<file path="src/rtl/dffram_pkg.sv">
// dffram_pkg -- shared defaults and the loader state encoding.
//   ADDR_W_DEF : default RAM word-address width
//   DATA_W_DEF : default RAM word width (byte lanes = DATA_W/8)
//   ld_state_t : loader FSM states
package dffram_pkg;

  localparam int ADDR_W_DEF = 12;
  localparam int DATA_W_DEF = 32;

  typedef enum logic [2:0] {
    IDLE,
    COLLECT,
    WRITE,
    VRD,
    VWAIT,
    DONE
  } ld_state_t;

endpackage

</file>
<file path="src/rtl/dffram_byte_packer.sv">
// dffram_byte_packer -- gathers a byte stream into little-endian RAM words.
// Ports:
//   clk_i, rst_i          : clock, synchronous active-high reset
//   i_en                  : collection window; drives byte_ready_o directly
//   byte_valid_i, byte_i  : byte stream input
//   byte_ready_o          : byte stream ready
//   o_word, o_word_valid  : completed word, valid for the cycle the last byte
//                           transfers (combinational from the final byte)
module dffram_byte_packer #(
  parameter int DATA_W = 32
) (
  input  logic              clk_i,
  input  logic              rst_i,
  input  logic              i_en,
  input  logic              byte_valid_i,
  input  logic [7:0]        byte_i,
  output logic              byte_ready_o,
  output logic [DATA_W-1:0] o_word,
  output logic              o_word_valid
);

  localparam int LANES = DATA_W / 8;
  localparam int CW    = (LANES > 1) ? $clog2(LANES) : 1;

  logic [CW-1:0]     r_lane;
  logic [DATA_W-1:0] r_word;
  logic [DATA_W-1:0] w_word;
  logic              w_xfer;
  logic              w_last;

  assign byte_ready_o = i_en;
  assign w_xfer       = byte_valid_i & i_en;
  assign w_last       = w_xfer && (r_lane == CW'(LANES - 1));

  // Merge the incoming byte into its lane so the final byte is visible the
  // same cycle it transfers; the loader registers the result.
  always_comb begin
    w_word = r_word;
    w_word[{r_lane, 3'b000} +: 8] = byte_i;
  end

  assign o_word       = w_word;
  assign o_word_valid = w_last;

  always_ff @(posedge clk_i) begin
    if (rst_i) begin
      r_lane <= '0;
      r_word <= '0;
    end else if (w_xfer) begin
      r_word <= w_word;
      r_lane <= w_last ? '0 : r_lane + 1'b1;
    end
  end

endmodule

</file>
<file path="src/rtl/dffram_loader.sv">
// dffram_loader -- streams bytes into a RAM word by word, keeps an additive
// checksum, and optionally re-reads the range to confirm it.
// Ports:
//   clk_i, rst_i                 : clock, synchronous active-high reset
//   start_i                      : begin a load (accepted in IDLE only)
//   base_addr_i, word_count_i    : first word address, word count (0..2^ADDR_W)
//   verify_i                     : run a read-back checksum pass after writing
//   byte_valid_i/byte_i/byte_ready_o : byte stream handshake
//   ram_en_o/ram_we_o/ram_a_o/ram_di_o : RAM initiator port
//   ram_do_i                     : RAM read data, one cycle after a read
//   busy_o, done_o (pulse), err_o, checksum_o : status
// All outputs are registered; done_o is raised as DONE hands back to IDLE.
module dffram_loader
  import dffram_pkg::*;
#(
  parameter int ADDR_W = ADDR_W_DEF,
  parameter int DATA_W = DATA_W_DEF
) (
  input  logic                clk_i,
  input  logic                rst_i,
  input  logic                start_i,
  input  logic [ADDR_W-1:0]   base_addr_i,
  input  logic [ADDR_W:0]     word_count_i,
  input  logic                verify_i,
  input  logic                byte_valid_i,
  input  logic [7:0]          byte_i,
  output logic                byte_ready_o,
  output logic                ram_en_o,
  output logic [DATA_W/8-1:0] ram_we_o,
  output logic [ADDR_W-1:0]   ram_a_o,
  output logic [DATA_W-1:0]   ram_di_o,
  input  logic [DATA_W-1:0]   ram_do_i,
  output logic                busy_o,
  output logic                done_o,
  output logic                err_o,
  output logic [DATA_W-1:0]   checksum_o
);

  localparam int LANES = DATA_W / 8;

  ld_state_t         r_state;
  logic [ADDR_W-1:0] r_base;
  logic [ADDR_W-1:0] r_addr;
  logic [ADDR_W:0]   r_count;
  logic [ADDR_W:0]   r_rem;
  logic              r_verify;
  logic              r_ready;
  logic              r_ram_en;
  logic [LANES-1:0]  r_ram_we;
  logic [ADDR_W-1:0] r_ram_a;
  logic [DATA_W-1:0] r_ram_di;
  logic [DATA_W-1:0] r_chk;
  logic [DATA_W-1:0] r_shadow;
  logic              r_busy;
  logic              r_done;
  logic              r_err;

  logic [DATA_W-1:0] w_word;
  logic              w_word_valid;
  logic [DATA_W-1:0] w_vsum;

  dffram_byte_packer #(.DATA_W(DATA_W)) u_packer (
    .clk_i        (clk_i),
    .rst_i        (rst_i),
    .i_en         (r_ready),
    .byte_valid_i (byte_valid_i),
    .byte_i       (byte_i),
    .byte_ready_o (byte_ready_o),
    .o_word       (w_word),
    .o_word_valid (w_word_valid)
  );

  assign w_vsum = r_shadow + ram_do_i;

  // r_addr always holds the address of the next word to touch; RAM port
  // registers are loaded on the transition into WRITE/VRD so they line up
  // with those states.
  always_ff @(posedge clk_i) begin
    if (rst_i) begin
      r_state  <= IDLE;
      r_base   <= '0;
      r_addr   <= '0;
      r_count  <= '0;
      r_rem    <= '0;
      r_verify <= 1'b0;
      r_ready  <= 1'b0;
      r_ram_en <= 1'b0;
      r_ram_we <= '0;
      r_ram_a  <= '0;
      r_ram_di <= '0;
      r_chk    <= '0;
      r_shadow <= '0;
      r_busy   <= 1'b0;
      r_done   <= 1'b0;
      r_err    <= 1'b0;
    end else begin
      r_done <= 1'b0;
      case (r_state)
        IDLE: begin
          if (start_i) begin
            r_base   <= base_addr_i;
            r_addr   <= base_addr_i;
            r_count  <= word_count_i;
            r_rem    <= word_count_i;
            r_verify <= verify_i;
            r_chk    <= '0;
            r_err    <= 1'b0;
            r_busy   <= 1'b1;
            if (word_count_i == '0) begin
              r_state <= DONE;
            end else begin
              r_state <= COLLECT;
              r_ready <= 1'b1;
            end
          end
        end
        COLLECT: begin
          if (w_word_valid) begin
            r_state  <= WRITE;
            r_ready  <= 1'b0;
            r_ram_en <= 1'b1;
            r_ram_we <= '1;
            r_ram_a  <= r_addr;
            r_ram_di <= w_word;
            r_chk    <= r_chk + w_word;
            r_addr   <= r_addr + 1'b1;
            r_rem    <= r_rem - 1'b1;
          end
        end
        WRITE: begin
          r_ram_en <= 1'b0;
          r_ram_we <= '0;
          if (r_rem != '0) begin
            r_state <= COLLECT;
            r_ready <= 1'b1;
          end else if (r_verify) begin
            r_state  <= VRD;
            r_addr   <= r_base;
            r_rem    <= r_count;
            r_shadow <= '0;
            r_ram_en <= 1'b1;
            r_ram_a  <= r_base;
          end else begin
            r_state <= DONE;
          end
        end
        VRD: begin
          r_ram_en <= 1'b0;
          r_state  <= VWAIT;
        end
        VWAIT: begin
          r_shadow <= w_vsum;
          r_addr   <= r_addr + 1'b1;
          r_rem    <= r_rem - 1'b1;
          if (r_rem != (ADDR_W+1)'(1)) begin
            r_state  <= VRD;
            r_ram_en <= 1'b1;
            r_ram_a  <= r_addr + 1'b1;
          end else begin
            r_state <= DONE;
            r_err   <= (w_vsum != r_chk);
          end
        end
        DONE: begin
          r_done  <= 1'b1;
          r_busy  <= 1'b0;
          r_state <= IDLE;
        end
        default: r_state <= IDLE;
      endcase
    end
  end

  assign ram_en_o   = r_ram_en;
  assign ram_we_o   = r_ram_we;
  assign ram_a_o    = r_ram_a;
  assign ram_di_o   = r_ram_di;
  assign busy_o     = r_busy;
  assign done_o     = r_done;
  assign err_o      = r_err;
  assign checksum_o = r_chk;

endmodule

</file>
<file path="config.mk">
export PLATFORM = sky130hd
export DESIGN_NAME = dffram_loader
export DESIGN_NICKNAME = d
export VERILOG_FILES = /design/src/rtl/dffram_pkg.sv /design/src/rtl/dffram_byte_packer.sv /design/src/rtl/dffram_loader.sv
export SDC_FILE = /design/constraint.sdc
export NUM_CORES = 1
export LEC_CHECK = 0
export CELL_PAD_IN_SITES_DETAIL_PLACEMENT = 1
export CELL_PAD_IN_SITES_GLOBAL_PLACEMENT = 1
export CORE_MARGIN = 8
export CORE_UTILIZATION = 30
export DETAILED_ROUTE_END_ITERATION = 8
export PLACE_DENSITY_LB_ADDON = 0.1
export SYNTH_ARGS = -nofsm -noshare
export SYNTH_HDL_FRONTEND = slang
export SYNTH_SLANG_ARGS = --single-unit
</file>
<file path="constraint.sdc">
create_clock -name clk_i -period 5.1 [get_ports clk_i]
set_input_delay 1.53 -clock clk_i [delete_from_list [all_inputs] [get_ports clk_i]]
set_output_delay 1.53 -clock clk_i [all_outputs]
set_load 0.05 [all_outputs]
</file>
==> Implementation_results.wiki <==
{| class="wikitable"
! Metric !! Value
|-
| Highest-delay cell along the critical path || sky130_fd_sc_hd__clkdlybuf4s50_1
|-
| Final nets || ~2100
|-
| Category of the critical setup timing path || input pin to flop
|-
| Fin util || between 30% and 40%
|-
| Most heavily used metal layer in global routing || met2
|-
| Share of the clock period used by the worst path || between 90% and 100%
|-
| Die width || between 200 and 250 µm
|-
| Unique cell type count in the Yosys netlist || 80
|-
| Final worst slack || ~0.34 ns
|-
| Count of input and output buffers || between 150 and 200
|-
| Final routed DRC violation total || 0
|-
| Final HPWL DP || 36400 µm
|-
| Measured slew at the worst slew-check pin || ~1.1 ns
|-
| Count of inserted antenna diode cells || 0
|-
| Data arrival at the endpoint of the critical path || about 5.2 ns
|-
| Unrepaired setup endpoints after global routing || no
|-
| Met3 layer usage reported by global route || around 2.7%
|-
| Core area || approximately 0.042 mm²
|-
| TritonCTS clock tree || built
|-
| Run status || finished clean
|-
| Vias in the first global route || about 13000
|-
| Global route total overflow || 0
|-
| Antenna violations before repair || 0
|-
| Final std cell area, no fill || around 0.017 mm²
|-
| Share of Yosys cell area claimed by the top area cell type || 31.8%
|-
| Multi-input gate area || 0.00805 mm²
|-
| CTS hold repair buffers || 0
|-
| Longest Clk Path Bufs || 3
|-
| Maximum operating frequency || between 200 and 250 MHz
|-
| Top-level I/O count || about 160
|-
| Start point of the critical path || ram_do_i[0]
|-
| Fin Setup TNS || 0 ns
|-
| Top flip-flop cell by instance count after synthesis || sky130_fd_sc_hd__dfxtp_1
|-
| First drt pass iteration count || 5
|-
| Die height || ~220 µm
|-
| Clock input transition at the sequential cells of the worst setup and hold paths || about 0.06 ns
|-
| Standard cell area after detailed placement || 0.0157 mm²
|-
| Num Clock Sinks || between 200 and 250
|-
| Number of placement rows || 75
|-
| Post-cts sizing count || 0
|-
| Number of enable-type register cells in the synthesized netlist || 0
|-
| Max Cap Viol || 0
|-
| Global routing usage on met2 || 30.4%
|-
| Total routing usage reported by global routing || between 10% and 20%
|-
| Headroom to the max-slew limit || a little under a quarter
|-
| Setup slack after placement || -0.218 ns
|-
| Post-route ant nets || 0
|-
| Power Density || between 200 and 300 mW/mm²
|-
| Maximum cell stage delay along the critical path || ~0.53 ns
|-
| Reg2Reg Setup Slack || about 0.50 ns
|-
| GPL Wtd Cong || between 0.8 and 0.9
|-
| Setup bufs post-CTS || 0
|-
| Met1 Track Usage GR || a little over a quarter
|-
| Most frequent cell after synthesis || sky130_fd_sc_hd__nor2_1
|-
| Class of the worst hold path || flop to flop
|-
| Max Transition Viols Final || 0
|-
| Final period demand of the worst path || 4.76 ns
|-
| IR drop worst, VDD || ~0.00021 V
|-
| Leakage power total || about 6.5 nW
|-
| Synthesis-stage register bit count || approximately 200
|-
| Flip-flop and latch area || 0.00404 mm²
|-
| Iteration-0 DRC Markers || about 700
|-
| Cell at the root of the clock tree || sky130_fd_sc_hd__clkbuf_16
|-
| Initial cell density of the core || between 30% and 40%
|-
| Worst endpoint required time || 5.49 ns
|-
| H-tree lvl count || 1
|-
| Synthesized cell area || 0.0127 mm²
|-
| Final setup vio count || 0
|-
| Register area share after synthesis || about a third
|-
| Worst setup skew after layout || between 0.009 and 0.01 ns
|-
| Number of nets produced by synthesis || ~1800
|-
| Routed via count divided by cell count || between 5 and 6
|-
| Fraction of layout instances using a drive strength above 1 || 11.8%
|-
| Path depth of the worst reg2reg path || 17
|-
| Routed wire per std cell || about 20 µm
|-
| Most area-consuming cells after synthesis || sky130_fd_sc_hd__dfxtp_1 32%, sky130_fd_sc_hd__a21oi_1 7.3%, sky130_fd_sc_hd__ha_1 7.3%
|-
| Setup crit start kind || input pin
|-
| Reg-to-Reg End || checksum_o[31]$_SDFFE_PP0P_
|-
| Worst flop-to-flop path startpoint || u_packer.r_lane[0]$_SDFFE_PP0P_
|-
| Clock buffer count from CTS || 27
|-
| P&R area growth vs syn || 30.8%
|-
| Mean area per synthesized cell || approximately 7.6 µm²
|-
| CP Capture Point || err_o$_SDFFE_PP0P_
|-
| Cells after Synth || approximately 1700
|-
| Final hold violations || 0
|-
| Total wire length after detailed routing || between 40000 and 50000 µm
|-
| Largest net degree at the start of global routing || between 100 and 150
|-
| Die outline area || ~0.049 mm²
|-
| Synthesis Warnings || 0
|-
| Via count || around 13000
|-
| Endpoint class of the critical path || flop
|-
| Wire length of the first global-routing pass || ~77000 µm
|-
| Number of fill cells || approximately 5000
|-
| Cell accounting for the most synthesized area || sky130_fd_sc_hd__dfxtp_1
|-
| Hold wc startpoint || r_base[1]$_SDFFE_PP0P_
|-
| Commonest cells in the synthesized netlist || 228 x sky130_fd_sc_hd__nor2_1, 202 x sky130_fd_sc_hd__dfxtp_1, 185 x sky130_fd_sc_hd__a21oi_1
|-
| Async set or reset register ratio after synthesis || 0%
|-
| Clock latency on the worst-skew pair || 0.55 ns
|-
| Top fanout value on the critical path || 2
|-
| Cell chain of the critical path || clkdlybuf4s50_1 -> ha_1 -> inv_1 -> fa_1 -> buf_4 -> xnor2_1 -> xor2_1 -> nor4b_1 -> o221ai_1 -> a2111oi_0 -> nand4b_1 -> nor4_2 -> nand4_1 -> nor4_1 -> a211oi_1
|}
[state kept, by name (all words and copies together) (netlist names), 2 cells and up]
name	cells
r_rem	13
ram_a_o	12
r_state	3
u_packer.r_word	32
ram_di_o	32
u_packer.r_lane	2
r_addr	12
checksum_o	32
r_base	12
r_count	13
r_shadow	32
[final cells by class]
type | instances | area share [%]
Inverter | 57 | 1.29
Sequential cell | 202 | 24.3
Tap cell | 539 | 4.06
Timing Repair Buffer | 308 | 16.5
Clock inverter | 10 | 0.813
Multi-Input combinational cell | 1308 | 48.5
Clock buffer | 37 | 4.59
[through the flow]
stage / instances / power (mW) / hold WS (ns)
detailed placement: 2414 / 2.56 / 0.449
floorplan: 1671 / 2.22 / 0.432
finish: 2461 / 4.46 / 0.453
global placement: 2414 / 2.55 / 0.439
global route: 2461 / 4.69 / 0.471
CTS: 2461 / 4.53 / 0.457
[how the worst min path moves through the flow]
stage | end | slack (ns) | cells after the start
detailed placement | r_base[1]$_SDFFE_PP0P_ | 0.45 | 2
global placement | r_base[1]$_SDFFE_PP0P_ | 0.44 | 2
global route | r_count[4]$_SDFFE_PP0P_ | 0.47 | 2
finish | r_base[1]$_SDFFE_PP0P_ | 0.45 | 2
floorplan | r_base[1]$_SDFFE_PP0P_ | 0.43 | 2
CTS | r_base[1]$_SDFFE_PP0P_ | 0.46 | 2
[cell usage in the layout (no fill, tap or decap), drive strengths merged, types with 34 or more instances in the layout]
cell           instances
clkdlybuf4s50        153
ha                    74
nor2                 229
nand3                 64
nor2b                 38
clkbuf                37
nor3                  34
xnor2                 64
o21ai                 71
dfxtp                202
a21oi                185
nand2                160
a22oi                 41
buf                  155
a211oi                72
inv                   59
[routing by layer]
layer,share of wire (%),vias up
met4,1.7,0
met1,50,6268
met3,3.6,53
li1,-,6434
met2,44,201
met5,0,-
[cells by family after synthesis]
group	after synthesis	synth area share (%)
DFF	202	31.8
buffers and inverters	161	4.94
xor gates and xnor gates	95	6.76
and+or+nand+nor	623	22.8
AOI/OAI and AO/OA	511	25.9
adders and majority gates	76	7.60
muxes	3	0.246
[worst max-delay path: cells and delay by family]
family / cells / cell delay [ns]
buffers and inverters: 3 / 0.74
adder cells (fa/ha/maj): 2 / 0.60
AND/OR/NAND/NOR: 5 / 1.19
XOR/XNOR: 2 / 0.35
AO/OA/AOI/OAI: 3 / 0.74
[where the power goes]
group	switching [mW]	internal, mW	total, mW
clock network	0.747	1.19	1.94
registers	0.0644	1.64	1.71
logic	0.478	0.336	0.814
(Power assumes the default switching activity.)
